**src/rtl/dport_linefetch_if.sv**
```systemverilog
// Memory read port of the display line fetcher: a single-outstanding
// request/acknowledge bus carrying 32-bit words (two 16-bit pixels).
interface dport_linefetch_if #(
    parameter int AW = 32
);
    logic          mem_req;
    logic [AW-1:0] mem_addr;
    logic          mem_ack;
    logic [31:0]   mem_rdata;

    // The fetcher drives the request side.
    modport master (
        output mem_req,
        output mem_addr,
        input  mem_ack,
        input  mem_rdata
    );

    // The memory answers with ack and same-cycle read data.
    modport slave (
        input  mem_req,
        input  mem_addr,
        output mem_ack,
        output mem_rdata
    );
endinterface

```
**src/rtl/dport_linefetch.sv**
```systemverilog
// Display-port line fetcher: on each horizontal DMA start it reads one
// framebuffer line word by word and streams the 16-bit pixels, low half
// first, into the display FIFO. Line addresses come from an accumulator
// that advances by the stride at every line start and is reloaded on vblank.
module dport_linefetch #(
    parameter int AW = 32
) (
    input  logic                   clk,
    input  logic                   reset,
    input  logic                   enable,
    input  logic [AW-1:0]          fbbase,
    input  logic [15:0]            stride,
    input  logic [11:0]            hpixels,
    input  logic [11:0]            vlines,
    input  logic                   dmahstart,
    input  logic                   vblank,
    dport_linefetch_if.master      mem,
    output logic                   pixel_valid,
    output logic [15:0]            pixel_data,
    output logic                   overrun
);

    typedef enum logic [1:0] {
        IDLE,
        REQ,
        EMIT0,
        EMIT1
    } state_t;

    state_t        state, state_d;
    logic          line_start;
    logic          line_done;
    logic          mem_req_c;
    logic [AW-1:0] acc;
    logic [AW-1:0] addr_q;
    logic [AW-1:0] base_now;
    logic [11:0]   linectr;
    logic [11:0]   pix_left;
    logic [31:0]   rdata_q;

    // A vblank in the same cycle as a line start makes that line line 0.
    assign base_now     = vblank ? fbbase : acc;
    assign mem.mem_req  = mem_req_c;
    assign mem.mem_addr = addr_q;

    // State register.
    always_ff @(posedge clk) begin
        // NOTE: sequential state uses non-blocking assignments so every
        // register samples the pre-edge values of the others.
        if (reset) state <= IDLE;
        else       state <= state_d;
    end

    // Next-state and output decode.
    always_comb begin
        // NOTE: every output gets a default first so no path leaves one
        // unassigned, which would otherwise infer a latch.
        state_d     = state;
        line_start  = 1'b0;
        line_done   = 1'b0;
        mem_req_c   = 1'b0;
        pixel_valid = 1'b0;
        pixel_data  = 16'h0000;
        case (state)
            IDLE: begin
                if (dmahstart && enable && (vblank || (linectr < vlines))) begin
                    line_start = 1'b1;
                    state_d    = REQ;
                end
            end
            REQ: begin
                mem_req_c = 1'b1;
                if (mem.mem_ack) state_d = EMIT0;
            end
            EMIT0: begin
                pixel_valid = 1'b1;
                pixel_data  = rdata_q[15:0];
                if (pix_left <= 12'd1) begin
                    line_done = 1'b1;
                    state_d   = IDLE;
                end else begin
                    state_d = EMIT1;
                end
            end
            EMIT1: begin
                pixel_valid = 1'b1;
                pixel_data  = rdata_q[31:16];
                if (pix_left <= 12'd1) begin
                    line_done = 1'b1;
                    state_d   = IDLE;
                end else begin
                    state_d = REQ;
                end
            end
            default: state_d = IDLE;
        endcase
    end

    // Address accumulator, word address, pixel and line counters, overrun.
    always_ff @(posedge clk) begin
        if (reset) begin
            acc      <= fbbase;
            addr_q   <= '0;
            linectr  <= 12'd0;
            pix_left <= 12'd0;
            overrun  <= 1'b0;
        end else begin
            if (dmahstart && (state != IDLE)) overrun <= 1'b1;

            if (line_start) begin
                addr_q   <= base_now;
                acc      <= base_now + AW'(stride);
                pix_left <= hpixels;
            end else if (vblank) begin
                acc <= fbbase;
            end

            if ((state == REQ) && mem.mem_ack) addr_q <= addr_q + AW'(4);

            if (((state == EMIT0) || (state == EMIT1)) && (pix_left != 12'd0))
                pix_left <= pix_left - 12'd1;

            if (vblank)         linectr <= 12'd0;
            else if (line_done) linectr <= linectr + 12'd1;
        end
    end

    // Read-data holding register.
    always_ff @(posedge clk) begin
        // NOTE: this data register has no reset; it is only observed in the
        // EMIT states, which are always preceded by a fresh load.
        if ((state == REQ) && mem.mem_ack) rdata_q <= mem.mem_rdata;
    end

endmodule

```
**src/flat_wrapper.sv**
```systemverilog
// flat-port wrapper written by rule: the top's interface ports become plain ports
module dport_linefetch_flat 
#(
    parameter int AW = 32
)
  (clk, reset, enable, fbbase, stride, hpixels, vlines, dmahstart, vblank, pixel_valid, pixel_data, overrun, mem_mem_req, mem_mem_addr, mem_mem_ack, mem_mem_rdata);
  dport_linefetch_if #(.AW(AW)) mem_i ();
  input  logic clk;
  input  logic reset;
  input  logic enable;
  input  logic [AW-1:0] fbbase;
  input  logic [15:0] stride;
  input  logic [11:0] hpixels;
  input  logic [11:0] vlines;
  input  logic dmahstart;
  input  logic vblank;
  output logic pixel_valid;
  output logic [15:0] pixel_data;
  output logic overrun;
  output wire logic [$bits(mem_i.mem_req)-1:0] mem_mem_req;
  output wire logic [$bits(mem_i.mem_addr)-1:0] mem_mem_addr;
  input wire logic [$bits(mem_i.mem_ack)-1:0] mem_mem_ack;
  input wire logic [$bits(mem_i.mem_rdata)-1:0] mem_mem_rdata;
  assign mem_mem_req = mem_i.mem_req;
  assign mem_mem_addr = mem_i.mem_addr;
  assign mem_i.mem_ack = mem_mem_ack;
  assign mem_i.mem_rdata = mem_mem_rdata;
  dport_linefetch #(.AW(AW)) u_core (.clk(clk), .reset(reset), .enable(enable), .fbbase(fbbase), .stride(stride), .hpixels(hpixels), .vlines(vlines), .dmahstart(dmahstart), .vblank(vblank), .mem(mem_i), .pixel_valid(pixel_valid), .pixel_data(pixel_data), .overrun(overrun));
endmodule
```
**config.mk**
```make
export PLATFORM = sky130hd
export DESIGN_NAME = dport_linefetch_flat
export DESIGN_NICKNAME = d
export VERILOG_FILES = /design/src/rtl/dport_linefetch_if.sv /design/src/rtl/dport_linefetch.sv /design/src/flat_wrapper.sv
export SDC_FILE = /design/constraint.sdc
export NUM_CORES = 1
export LEC_CHECK = 0
export CELL_PAD_IN_SITES_DETAIL_PLACEMENT = 2
export CELL_PAD_IN_SITES_GLOBAL_PLACEMENT = 2
export CORE_UTILIZATION = 27
export CTS_BUF_LIST = sky130_fd_sc_hd__clkbuf_16
export DETAILED_ROUTE_END_ITERATION = 6
export GPL_ROUTABILITY_DRIVEN = 0
export HOLD_SLACK_MARGIN = 0.08
export PLACE_DENSITY_LB_ADDON = 0.1
export SYNTH_ARGS = -nofsm -noshare
export SYNTH_HDL_FRONTEND = slang
export SYNTH_SLANG_ARGS = --single-unit
```
**constraint.sdc**
```tcl
create_clock -name clk -period 4.2 [get_ports clk]
set_input_delay 0.84 -clock clk [delete_from_list [all_inputs] [get_ports clk]]
set_output_delay 0.84 -clock clk [all_outputs]
set_load 0.02 [all_outputs]
```
======== Yosys cells after proc, flatten, opt, wreduce, memory -nomap -nowiden ========
Index checks and enable logic that the tools add are counted.
storage, ports and cells
  ROM bits ................................ 0
  bits in writable memories ............... 0
  input bits .............................. 110
  word-level logic and storage cells ...... 52
  register bits after elaboration ......... 123
  bits in latches ......................... 0
  memories ................................ 0
cells by class
  $mul .................................... 0
  muxes and demuxes ....................... 19
  shift operators ......................... 0
  add/sub/neg operators ................... 4
  divide/modulo/power cells ............... 0
  reduce and logical (&&, ||, !) cells .... 15
  bitwise gates (word level) .............. 0
  eq/ne operators ......................... 5
  magnitude comparators ................... 2
operators with widths
  cell                     number
  $mux W32                 5
  $add A32 B16 Y32         1
  $add A32 B3 Y32 const B  1
  $pmux W16 S2             1
  $mux W12                 2
  $add A12 B1 Y12 const B  1
  $le A12 B1 Y1 const B    1
  $lt A12 B12 Y1           1
  $reduce_bool A12 Y1      1
  $sub A12 B1 Y12 const B  1
  $pmux W2 S4              1
  $mux W1                  7
  $mux W2                  3
  $reduce_bool A2 Y1       3
  $logic_and A1 B1 Y1      5
  $eq A2 B2 Y1 const B     2
  $reduce_or A2 Y1         2
  $eq A2 B1 Y1 const B     1
  $logic_not A2 Y1         1
  $logic_or A1 B1 Y1       2
  $ne A2 B1 Y1 const B     1
  $ne A2 B2 Y1 const B     1
  $reduce_and A2 Y1        1

======== Logic depth before layout (Yosys ltp) ========
Gate-level depths: netlist of the first run.
  depth after elaboration ................. 7
  mapped depth ............................ 16
  mapped depth without buffers ............ 11

======== Worst setup path before layout of the first run ========
Ideal clock, no wire load.
  path kind ............................... input-to-reg
  from .................................... input port vblank
  to ...................................... register u_core.acc[8]
  setup slack ............................. -0.009 ns
  arrival time ............................ 4.088 ns
  cell stages on the path ................. 16
  buffers on the path ..................... 5
  cell sequence ........................... buf_2 -> buf_2 -> buf_2 -> buf_1 -> mux2i_1 -> inv_1 -> ha_1 -> fa_1 -> a21oi_1 -> nor2_1 -> or2_2 -> clkbuf_1 -> a21boi_0 -> xor2_1 -> a21oi_1 -> mux2_2
between the ends
  cells in the longest elaborated chain, start to end .. 6
  elaborated cells on any way between the ends .. 8
  classes of those cells .................. add/sub (1); mux (5); reduce/logical (2)
ends and longest elaborated chain
  item                                                                      RTL line                source
  from (decl)                                                               flat_wrapper.sv:16      input logic vblank;
  parallel branches: the longest is 4 deep, another holds $add A32 B16 Y32  --
  $mux W32 *                                                                dport_linefetch.sv:110  if (line_start) begin
  $mux W32 *                                                                dport_linefetch.sv:101  if (reset) begin
  to (signal assigned)                                                      dport_linefetch.sv:102  acc <= fbbase;
  to (signal assigned)                                                      dport_linefetch.sv:112  acc <= base_now + AW'(stride);
  to (signal assigned)                                                      dport_linefetch.sv:115  acc <= fbbase;
  to (decl)                                                                 dport_linefetch.sv:34   logic [AW-1:0] acc;
Mark *: on every way between the ends.
A chain may end at the register's enable or synchronous reset.

======== Final worst setup path of the first run ========
  from .................................... input port vlines[10]
  to ...................................... register u_core.addr_q[30] (netlist: u_core.mem.mem_addr[30])
between the ends
  cells in the longest elaborated chain, start to end .. 6
ends and longest elaborated chain
  item                                 RTL line                source
  from (decl)                          flat_wrapper.sv:14      input logic [11:0] vlines;
  $lt A12 B12 Y1                       dport_linefetch.sv:66   if (dmahstart && enable && (vblank || (linectr < vlines))) begin
  $logic_or A1 B1 Y1                   dport_linefetch.sv:66
  $logic_and A1 B1 Y1                  dport_linefetch.sv:66
  $mux W1                              dport_linefetch.sv:66
  $mux W1                              dport_linefetch.sv:64   case (state)
  $reduce_bool A2 Y1 (no source line)  --
  to (signal assigned)                 dport_linefetch.sv:111  addr_q <= base_now;
  to (signal assigned)                 dport_linefetch.sv:118  if ((state == REQ) && mem.mem_ack) addr_q <= addr_q + AW'(4);
  to (decl)                            dport_linefetch.sv:35   logic [AW-1:0] addr_q;
Every way passes these cells.

==> summary by stage, run 1 <==
Outcome
The run finished with clean final reports.

Synth
The number of cells produced by synthesis is 870. For this run, the leading register cell type out of synthesis is sky130_fd_sc_hd__dfxtp_1. The async set or reset register ratio after synthesis is 0%. Counting flops and latches in the post-synthesis netlist gives 123. Sequential elements use 37.74% of the synthesized area. The total standard cell area after synthesis is 7373 um^2. The average instance in the mapped netlist occupies 8.475 um^2. The number of nets in the synthesized netlist is 1,012. During synthesis, Yosys emitted a total of 0 warnings. The number of synthesized flops with an enable pin is 32. The number of library cell types mapped by synthesis is 68.

Layout
Leaving out fill and tap cells, the most frequent cell in the layout is sky130_fd_sc_hd__clkdlybuf4s50_1. Summing all multi-input logic gate instances after layout gives 4258 um^2. Relative to the synthesized area, the layout overhead comes to 34.82%. In the layout the commonest cells are sky130_fd_sc_hd__clkdlybuf4s50_1, sky130_fd_sc_hd__dfxtp_1, sky130_fd_sc_hd__nor2_1, sky130_fd_sc_hd__a21oi_1, sky130_fd_sc_hd__nand2_1. The sequential cell area is 2783 um^2. 0 antenna diodes ended up in the layout. With fillers left out, the area of the finished cells amounts to 9941 um^2. Of the cells placed in the final design, the portion with a size suffix greater than 1 is 7.887%. The total number of nets in the final design is 1,156. The count of filler cells inserted in the layout is 3,036.

Detailed routing
After detailed routing, the number of remaining DRC violations is 0. Dividing the detail-routed wire length by the instance count gives 19.67 um. For this run, the detailed router's first-pass iteration total came to 4. After detailed routing, the total wire length is 26,900 um.

The number of antenna-violating nets in the routed design is 0. The number of vias after detailed routing is 7,105. Dividing the detail-routed via count by the number of cells gives 5.194.

For this block, the initial DRC count from the detailed router was 320.

Placement
The detailed placement HPWL is 19,730 um. After detailed placement, the total cell area comes to 9326 um^2. The count of input and output buffers is 160.

Floorplan
161 I/O pins were placed. The floorplan step defined a die boundary enclosing 27,970 um^2. Once the floorplan was initialized, standard cells occupied 27.43% of the core.

The floorplan has 60 rows. The die width is 167.3 um. The core outline area is 26,880 um^2.

The overall die height is 167.3 um.

STA
The final-report max-slew violation count was 0. Setup repair after global routing left no endpoint under its margin. The total of endpoints with negative setup slack in the final report is 0. The final worst clock skew is 0.01273 ns. Setup total negative slack on the finished layout was measured at 0 ns. The number of failing hold endpoints at the final stage came to 0. The slew at the pin with the worst max-slew slack is 0.8700 ns. In the finished design, the share of the clock period the worst path needs comes to 84.85%. The worst slew margin relative to its limit is 41.93%. Counting I/O delays and the setup requirement, the final critical path takes 3.564 ns. The fmax is 0.2806 GHz.

Clocking
For the worst-skew pair, the clock arrives at the later sink with an insertion delay of 0.42 ns. The clock net in this run drives a total of 123 sinks. The tree is rooted in a sky130_fd_sc_hd__clkbuf_16.

TritonCTS built the clock tree. Buffers inserted during clock tree synthesis total 17. Once the clock tree was built, the resizer swapped 0 gates to a different size. Once the clock tree was built, the setup fixing pass inserted 0 buffers. In this run, post-CTS hold repair placed 0 buffers.

Clock-pin slew was measured on the worst setup and hold paths at 0.06 ns. In this run the number of H-tree levels came out at 4. The longest clock path from root to sink contains 2 buffers.

Setup path
The slowest stage of the critical path belongs to the cell sky130_fd_sc_hd__a211oi_4. The arrival time at the worst endpoint is 3.85 ns. Setup slack on the worst reg-to-reg path comes out at 1.21 ns. Traced cell by cell, the critical path runs through clkdlybuf4s50_1, inv_1, ha_1, and3_1, a221oi_1, o21ai_1, a211oi_4, buf_4, a31oi_1, a221oi_1, nor2_1. The cell that appears most often on the critical path is sky130_fd_sc_hd__a221oi_1. At the worst endpoint, the required time is 4.49 ns. The worst setup path is captured at a flip-flop. Counting cells, the worst reg-to-reg path comes to 9. The path type of the worst setup path is input port to flip-flop. The highest net fanout along the worst path is 25.

STA classifies the critical path startpoint as an input port. In this design, the stage delay of the slowest critical-path cell is 0.51 ns.

Min path
The worst hold path stage count is 2. The worst hold path belongs to the class flip-flop to flip-flop.

Global routing
The wire length of the first global-routing pass is 43,040 um. Entering global routing, the biggest net connects 63 pins. The number of global-route vias before repair is 7,526. The number of antenna violations at the first check in global routing came to 0. The combined global-route utilization of all metal layers is 19.70%. The overall overflow remaining after global route is 0.

Power
The analysis attributes to cell leakage a power of 3.686 nW. In this run the power density over the cells is 378.2 nW/um^2. VDD sags by at most 239.3 uV.

Job
The number of maximum-capacitance violations is 0.
critical path: cells and delay by family:
family,cells,cell delay [ns]
AO/OA/AOI/OAI,5,1.55
buffers and inverters,3,0.88
adder cells (fa/ha/maj),1,0.29
AND/OR/NAND/NOR,2,0.26
layout make-up:
type,count,area share (%)
clock inverters,15,1.901
multi-input cells,662,42.83
well taps,341,4.292
inverters,36,1.359
repair buffers,174,17.34
clock buffers,17,4.279
flip-flops and latches,123,27.99
worst paths after layout:
kind	start	to
worst max-delay path	vlines[10]	u_core.mem.mem_addr[30]$_SDFFE_PP0P_
worst min-delay path	u_core.overrun$_SDFFE_PP0P_	u_core.overrun$_SDFFE_PP0P_
worst max register to register	u_core.linectr[9]$_SDFFE_PP0P_	u_core.mem.mem_addr[30]$_SDFFE_PP0P_
worst min register to register	u_core.overrun$_SDFFE_PP0P_	u_core.overrun$_SDFFE_PP0P_
synthesized netlist by cell type, types with 5 or more instances:
cell type / instances / area share, %
sky130_fd_sc_hd__dfxtp_1: 91 / 25
sky130_fd_sc_hd__nor2_1: 87 / 4.4
sky130_fd_sc_hd__a21oi_1: 81 / 5.5
sky130_fd_sc_hd__nand2_1: 68 / 3.5
sky130_fd_sc_hd__o21ai_0: 55 / 3.7
sky130_fd_sc_hd__clkbuf_1: 36 / 1.8
sky130_fd_sc_hd__mux2i_1: 36 / 4.9
sky130_fd_sc_hd__inv_1: 35 / 1.8
sky130_fd_sc_hd__nand3_1: 33 / 2.2
sky130_fd_sc_hd__edfxtp_1: 32 / 13
sky130_fd_sc_hd__ha_1: 31 / 5.3
sky130_fd_sc_hd__a31oi_1: 24 / 2.0
sky130_fd_sc_hd__nor3_1: 21 / 1.4
sky130_fd_sc_hd__mux2_2: 19 / 2.9
sky130_fd_sc_hd__xor2_1: 18 / 2.1
sky130_fd_sc_hd__and3_1: 17 / 1.4
sky130_fd_sc_hd__nand4_1: 17 / 1.4
sky130_fd_sc_hd__xnor2_1: 17 / 2.0
sky130_fd_sc_hd__nor2b_1: 9 / 0.76
sky130_fd_sc_hd__a211oi_1: 8 / 0.81
sky130_fd_sc_hd__and2_1: 8 / 0.68
sky130_fd_sc_hd__buf_2: 8 / 0.54
sky130_fd_sc_hd__or3_1: 8 / 0.68
sky130_fd_sc_hd__o21a_1: 7 / 0.71
sky130_fd_sc_hd__a21o_1: 6 / 0.61
sky130_fd_sc_hd__a221oi_1: 6 / 0.71
sky130_fd_sc_hd__a22oi_1: 6 / 0.61
sky130_fd_sc_hd__and4_1: 5 / 0.59
sky130_fd_sc_hd__nand2b_1: 5 / 0.42
sky130_fd_sc_hd__o211ai_1: 5 / 0.51
sky130_fd_sc_hd__o32a_1: 5 / 0.68
where the power goes:
part / internal [mW] / leakage (nW) / switching (mW) / total [mW]
logic: 0.373 / 2.35 / 0.458 / 0.831
clock network: 0.946 / 0.295 / 0.620 / 1.57
registers: 1.30 / 1.04 / 0.0638 / 1.36
total: 2.62 / 3.69 / 1.14 / 3.76
metal layers:
metal  wire (um)  up-vias  global-route usage (%)
met5           0        -                       0
met4         184        0                   3.750
met3         734       12                   3.191
met2       13920       98                   36.13
met1       12070     3520                   24.21
li1            -     3475                       -
logic make-up after synthesis:
group	after synthesis	share of synthesized area [%]
buffers and inverters	85	4.514
xor gates and xnor gates	35	4.157
AOI/OAI and AO/OA	247	21.11
and+or+nand+nor	293	19.16
muxes	55	7.789
adders and majority gates	32	5.532
DFF	123	37.74
state kept, by name, indices dropped and copies added (netlist names):
name                 cells
u_core.acc              32
u_core.mem.mem_addr     32
u_core.rdata_q          32
u_core.linectr          12
u_core.pix_left         12
u_core.state             2
u_core.overrun           1
per-stage QoR:
| stage | setup WS [ns] | utilization [%] | power, mW | std cells | hold WS (ns) |
|---|---|---|---|---|---|
| floorplan | 0.1714 | - | 1.868 | 870 | 0.4568 |
| global placement | 0.2512 | 34.70 | 2.214 | 1336 | 0.4399 |
| detailed placement | 0.1104 | 34.70 | 2.228 | 1336 | 0.4463 |
| CTS | 0.5450 | 36.99 | 3.812 | 1368 | 0.4557 |
| global route | 0.3083 | 36.99 | 3.940 | 1368 | 0.4792 |
| finish | 0.6365 | 36.99 | 3.760 | 1368 | 0.4528 |
Power figures use the tool's default switching activity.
==> run 2: changes to the inputs <==
Settings changed: CORE_UTILIZATION 27 to 30.
Clock period 4.2 ns to 3.3 ns, I/O delays scaled along.
==> summary by stage, run 2 (synthesis results as in run 1) <==
Outcome
The run finished with clean final reports.

STA
Setup repair after global routing left no endpoint under its margin. The number of failing hold endpoints at the final stage is 0. The worst slew margin relative to its limit is 44.66%. The share of the clock period used by the worst path is 91.60%. The final worst clock skew is 0.01194 ns. The final-report max-slew violation count was 0.

The final setup TNS is 0 ns. The shortest clock period the worst path allows after layout is 3.023 ns. The fmax is 0.3308 GHz. Setup violations remaining at the end of the flow were counted as 0. The slew at the pin with the worst max-slew slack is 0.8292 ns.

Setup path
Of all nets on the critical path, the largest fanout is 3. In this design, the stage delay of the slowest critical-path cell is 0.45 ns. STA puts the critical path data required time at 3.61 ns.

The arrival time at the worst endpoint is 3.34 ns. Setup slack on the worst reg-to-reg path comes out at 0.63 ns. The cell family contributing the most delay on the critical path is compound AO/OA/AOI/OAI gates. Walking the worst path, the cells encountered are clkdlybuf4s50_1, inv_1, ha_1, and3_1, a221oi_1, buf_4, o21ai_1, buf_4, a211oi_1, buf_4, a21oi_1, a31o_2, a221o_1. The critical path is of the input port to flip-flop type. The count of buffering cells on the critical path with inverters included is 5. The type of element capturing the critical path is a flip-flop. On the critical path, the stage with the largest delay is an instance of sky130_fd_sc_hd__clkdlybuf4s50_1. The kind of launch point of the worst setup path is an input port. The most numerous cell on the critical path is sky130_fd_sc_hd__buf_4.

Layout
Leaving out fill and tap cells, the most frequent cell in the layout is sky130_fd_sc_hd__clkdlybuf4s50_1. 0 antenna diodes ended up in the layout. The layout cell share with drive strength beyond 1 is 14.08%.

Once layout is complete, the utilization of the core stands at 43.44%. Compared with the post-synthesis result, the final layout area differs by 42.44%. In the layout the commonest cells are sky130_fd_sc_hd__clkdlybuf4s50_1, sky130_fd_sc_hd__dfxtp_1, sky130_fd_sc_hd__nor2_1, sky130_fd_sc_hd__a21oi_1, sky130_fd_sc_hd__buf_4.

The final layout contains 1,223 nets. Counting the fill cells in the layout gives 2,665.

Floorplan
In this run the vertical extent of the chip is 158.8 um. The die is 158.8 um wide. For this configuration, the core starts out at a cell density of 30.50%.

The area of the die is 25,210 um^2. In this run the standard cell core region covers 24,180 um^2. 161 I/O pins were placed. The number of cell rows is 57.

Clocking
The clock latency on the worst-skew pair is 0.43 ns. TritonCTS built the clock tree. The maximum count of clock buffers along a single path is 2.

The clock drives 123 sinks. The total of cells resized after clock tree synthesis is 0. The H-tree level count is 4. The number of clock buffers added by TritonCTS is 17. The clock transition time at the flip-flop clock pins of the worst setup and hold paths is 0.06 ns.

In this run, post-CTS hold repair placed 0 buffers. Once the clock tree was built, the setup fixing pass inserted 0 buffers. The clock root buffer is sky130_fd_sc_hd__clkbuf_16.

Power
The maximum vdd drop is 235.8 uV. In this run the power density over the cells is 463.5 nW/um^2. The power after layout is 4.867 mW. The analysis attributes to cell leakage a power of 4.016 nW.

Global routing
The total overflow left after global routing is 0. In the global route stage, overall resource usage came out at 22.83%. Entering global routing, the biggest net connects 43 pins. The number of antenna violations at the first check in global routing is 0. The number of global-route vias before repair is 8,298. The first global-routing pass estimated 45,080 um of wire.

Detailed routing
The detailed-route wire length is 27,720 um. In the routed layout, each cell is associated on average with a via count of 5.235. The residual DRC count is 0.

The first-pass iteration count of the detailed router is 4. The average routed wire per standard cell is 19.55 um. The number of antenna-violating nets in the routed design is 0. The number of vias after detailed routing is 7,423.

The detailed router finished its first iteration with 290 violations.

Job
The number of maximum-capacitance violations is 0.

Min path
The class of the tightest hold or removal check is flip-flop to flip-flop.

Placement
The count of input and output buffers is 160. Summed over all nets, the half-perimeter wirelength after detailed placement is 21,110 um.
[run 2: cell types whose count changed in the layout (fill, tap and decap cells not counted), sizes merged]
cell	before	now
buf	16	83
inv	41	42
bufinv	3	2
[run 2: worst reg2reg max path: cells and delay by family (launching register included)]
kind | cells | cell delay [ns]
buffers and inverters | 3 | 0.51
and+or+nand+nor | 1 | 0.20
AOI/OAI and AO/OA | 6 | 1.19
DFF | 1 | 0.39
adders and majority gates | 1 | 0.27
[run 2: area by class of cell]
class                           count  area, um^2  area share (%)
Clock buffer                       17       425.4           4.051
Clock inverter                     15       162.7           1.549
Inverter                           36       135.1           1.287
Multi-Input combinational cell    662        4302           40.96
Sequential cell                   123        2783           26.50
Tap cell                          324       405.4           3.860
Timing Repair Buffer              241        2290           21.80
[run 2: per-layer routing]
layer / vias to the layer above / global-route usage [%] / routed length [um]
met4: 0 / 7.899 / 681
met3: 35 / 3.892 / 782
li1: 3616 / - / -
met1: 3645 / 26.02 / 11730
met2: 127 / 42.42 / 14530
met5: - / 0 / 0
[run 2: stage by stage]
stage	setup WS, ns	instance area [um^2]	std cells	hold WS, ns
3_5_place_dp	-0.1659	9915	1386	0.4519
2_1_floorplan	-0.01802	7467	870	0.4568
5_1_grt	0.07557	10500	1418	0.4820
4_1_cts	0.2643	10500	1418	0.4607
3_3_place_gp	-0.08104	9915	1386	0.4405
6_report	0.2773	10500	1418	0.4555
[run 2: path summary, 6_finish.rpt]
| check | from | end | depth (start not counted) |
|---|---|---|---|
| min | u_core.overrun$_SDFFE_PP0P_ | u_core.overrun$_SDFFE_PP0P_ | 2 |
| max | vlines[10] | u_core.acc[21]$_DFF_P_ | 13 |
| min reg2reg | u_core.overrun$_SDFFE_PP0P_ | u_core.overrun$_SDFFE_PP0P_ | 2 |
| max reg2reg | u_core.linectr[10]$_SDFFE_PP0P_ | u_core.acc[21]$_DFF_P_ | 11 |
[run 2: report_power, final]
part | total [mW] | switching, mW | internal [mW] | leakage [nW]
Combinational | 1.23 | 0.630 | 0.604 | 2.69
Sequential | 1.73 | 0.0789 | 1.65 | 1.04
Clock | 1.90 | 0.777 | 1.12 | 0.283
Total | 4.87 | 1.49 | 3.38 | 4.02
==> run 3: changes to the inputs <==
==> constraint.sdc (replaced) <==
create_clock -name clk -period 3.3 [get_ports clk]
set_input_delay 0.66 -clock clk [delete_from_list [all_inputs] [get_ports clk]]
set_output_delay 0.66 -clock clk [all_outputs]
set_load 0.005 [all_outputs]
==> summary by stage, run 3 (synthesis results as in run 1) <==
Setup path
In this run the critical register-to-register path is launched from u_core.linectr[10]$_SDFFE_PP0P_. STA classifies the critical path endpoint as a flip-flop. The worst register-to-register path ends at u_core.acc[21]$_DFF_P_.

The worst setup path is launched from an input port. The number of cells on the critical path is 10. The critical path goes through clkdlybuf4s50_1, mux2_2, ha_1, nand2_1, o21ai_0, a22o_1, a21o_1, nand3_1, xor2_1, a221oi_1. Setup slack on the worst reg-to-reg path comes out at 0.66 ns.

The longest individual stage delay on the worst path is 0.42 ns. In this run the worst setup path terminates at u_core.acc[17]$_DFF_P_. The path type of the worst setup path is input port to flip-flop.

Data arrives at the worst endpoint at 3.34 ns. In this run the worst setup path begins at fbbase[7]. The slowest library cell on the worst path is sky130_fd_sc_hd__clkdlybuf4s50_1.

The count of buffering cells on the critical path with inverters included is 1. The worst endpoint required time is 3.62 ns. The top cell family by delay on the critical path is compound AO/OA/AOI/OAI gates.

The highest net fanout along the worst path is 8. The number of cells on the worst reg-to-reg path is 11.

STA
The slack of the critical path is 0.2780 ns. The total of endpoints with negative setup slack in the final report is 0. The slew at the pin with the worst max-slew slack is 0.7966 ns. For the finished layout, the period the worst path requires is 3.022 ns. The share of the clock period used by the worst path is 91.57%. The fmax is 0.3309 GHz. The worst slew margin relative to its limit is 46.84%.

The number of failing hold endpoints at the final stage is 0. The final worst clock skew is 0.01347 ns. Setup repair after global routing left no endpoint under its margin. Summed over all failing endpoints, the final setup total negative slack is 0 ns. The final-report max-slew violation count is 0.

Detailed routing
The routed layout has 7,427 vias. The met1 wire length is 11,950 um. After detailed routing, the number of remaining DRC violations is 0.

The first TritonRoute pass finished after 4 iterations. The average routed wire per standard cell is 19.65 um. The final layout contains routed wiring with a total length of 27,890 um.

After detailed routing, the met2 layer carries 14,920 um of wire. The number of antenna-violating nets in the routed design is 0. The count of routing violations after the opening detailed-route iteration is 236. The total length of routed met3 wires is 746 um. Signal routing reaches up to met4. Using the TritonRoute via totals, the vias-per-cell ratio works out to 5.234.

Clocking
Gates resized during post-CTS repair numbered 0. The number of clock sinks seen by CTS is 123. In this run the deepest clock path goes through 2 buffers. The H-tree level count is 4. TritonCTS built the clock tree. Post-CTS timing repair inserted 0 buffers for setup.

CTS placed an instance of sky130_fd_sc_hd__clkbuf_16 at the clock tree root. Buffers inserted to repair hold after CTS numbered 0. The later pin in the worst-skew pair is clocked with a latency of 0.42 ns.

The clock transition time at the flip-flop clock pins of the worst setup and hold paths is 0.06 ns. The total CTS buffers is 17.

Job
The tool flagged a number of max-cap violations equal to 0.

Layout
The growth of design area from synthesis to finish is 42.80%. The library cell used most frequently in the layout, excluding fill and tap cells, is sky130_fd_sc_hd__clkdlybuf4s50_1. The layout cell share with drive strength beyond 1 is 14.08%. The total number of nets in the final design is 1,223.

The library cells used most frequently in the layout, excluding fill and tap cells, are sky130_fd_sc_hd__clkdlybuf4s50_1, sky130_fd_sc_hd__dfxtp_1, sky130_fd_sc_hd__nor2_1, sky130_fd_sc_hd__a21oi_1, sky130_fd_sc_hd__buf_4. The count of filler cells inserted in the layout is 2,718. The count of non-filler cells in the finished layout is 1,419.

Global routing
Entering global routing, the biggest net connects 43 pins. The number of global-route vias before repair was 8,091. The combined global-route utilization of all metal layers is 22.63%.

The overall overflow remaining after global route is 0. The first global-routing pass estimated 44,870 um of wire. The number of antenna violations at the first check in global routing is 0.

Outcome
The flow ran to the end, and the final reports show no timing, DRC or antenna violations.

Floorplan
The die covers 25,210 um^2. The die is 158.8 um wide. The floorplan step defined a core boundary enclosing 24,180 um^2. The initial utilization of the core area, before any placement, comes to 30.50%. The number of primary I/O pins is 161.

The initialized floorplan defines 57 standard-cell rows. The overall die height is 158.8 um.

Placement
The wire-length estimate of the detail-placed layout is 21,090 um. At the placement stage, the worst setup path has a slack of -0.1448 ns. The number of placed instances with taps included is 1,386. Port buffering added 160 buffers.

Power
The power density normalized to cell area is 465.9 nW/um^2. The maximum vdd drop is 227.6 uV. The cell leakage power is 4.033 nW. The power after layout is 4.905 mW.

Min path
The path class of the tightest hold or removal check is flip-flop to flip-flop. The worst hold path passes through 2 cells.
[run 3: worst reg2reg max path: stages (launching register included)]
cell and delay [ns]:
sky130_fd_sc_hd__dfxtp_1 0.39, sky130_fd_sc_hd__ha_1 0.27, sky130_fd_sc_hd__and3_1 0.20, sky130_fd_sc_hd__a221oi_1 0.29
sky130_fd_sc_hd__buf_4 0.16, sky130_fd_sc_hd__o21ai_1 0.12, sky130_fd_sc_hd__buf_4 0.18, sky130_fd_sc_hd__a211oi_1 0.21
sky130_fd_sc_hd__buf_4 0.16, sky130_fd_sc_hd__a21oi_1 0.06, sky130_fd_sc_hd__a31o_2 0.23, sky130_fd_sc_hd__a221o_1 0.26
[run 3: layout make-up]
cell class | instances | area, um^2 | area share [%]
diodes | 1 | 2.502 | 0.02377
clock buffers | 17 | 425.4 | 4.040
clock inverters | 15 | 186.4 | 1.771
inverters | 36 | 135.1 | 1.283
multi-input cells | 662 | 4302 | 40.86
flip-flops and latches | 123 | 2783 | 26.43
well taps | 324 | 405.4 | 3.850
repair buffers | 241 | 2290 | 21.75
[run 3: worst min-delay path by stage]
| stage | end | slack (ns) | startpoint |
|---|---|---|---|
| final | u_core.overrun$_SDFFE_PP0P_ | 0.46 | u_core.overrun$_SDFFE_PP0P_ |
| after global routing | u_core.mem.mem_addr[1]$_SDFFE_PP0P_ | 0.48 | u_core.mem.mem_addr[1]$_SDFFE_PP0P_ |
| after CTS | u_core.mem.mem_addr[1]$_SDFFE_PP0P_ | 0.47 | u_core.mem.mem_addr[1]$_SDFFE_PP0P_ |
| after detailed placement | u_core.mem.mem_addr[1]$_SDFFE_PP0P_ | 0.46 | u_core.mem.mem_addr[1]$_SDFFE_PP0P_ |
| after global placement | u_core.overrun$_SDFFE_PP0P_ | 0.44 | u_core.overrun$_SDFFE_PP0P_ |
| after floorplan | u_core.overrun$_SDFFE_PP0P_ | 0.44 | u_core.overrun$_SDFFE_PP0P_ |
[run 3: power by group]
group          switching (mW)  total (mW)  internal [mW]
sequential             0.0786        1.73           1.65
combinational           0.601        1.20          0.603
clock                   0.768        1.97           1.20
total                    1.45        4.91           3.46
[run 3: stage by stage]
step,hold WS [ns],util (%),area (um^2)
CTS,0.4741,43.54,10530
finish,0.4630,43.55,10530
global route,0.4826,43.54,10530
floorplan,0.4421,-,7467
detailed placement,0.4591,41.01,9915
global placement,0.4372,41.01,9915
[run 3: metal layers]
layer / GRT usage [%] / up-vias
li1: - / 3610
met1: 26.45 / 3689
met2: 42.80 / 111
met3: 3.448 / 17
met4: 5.075 / 0
met5: 0 / -
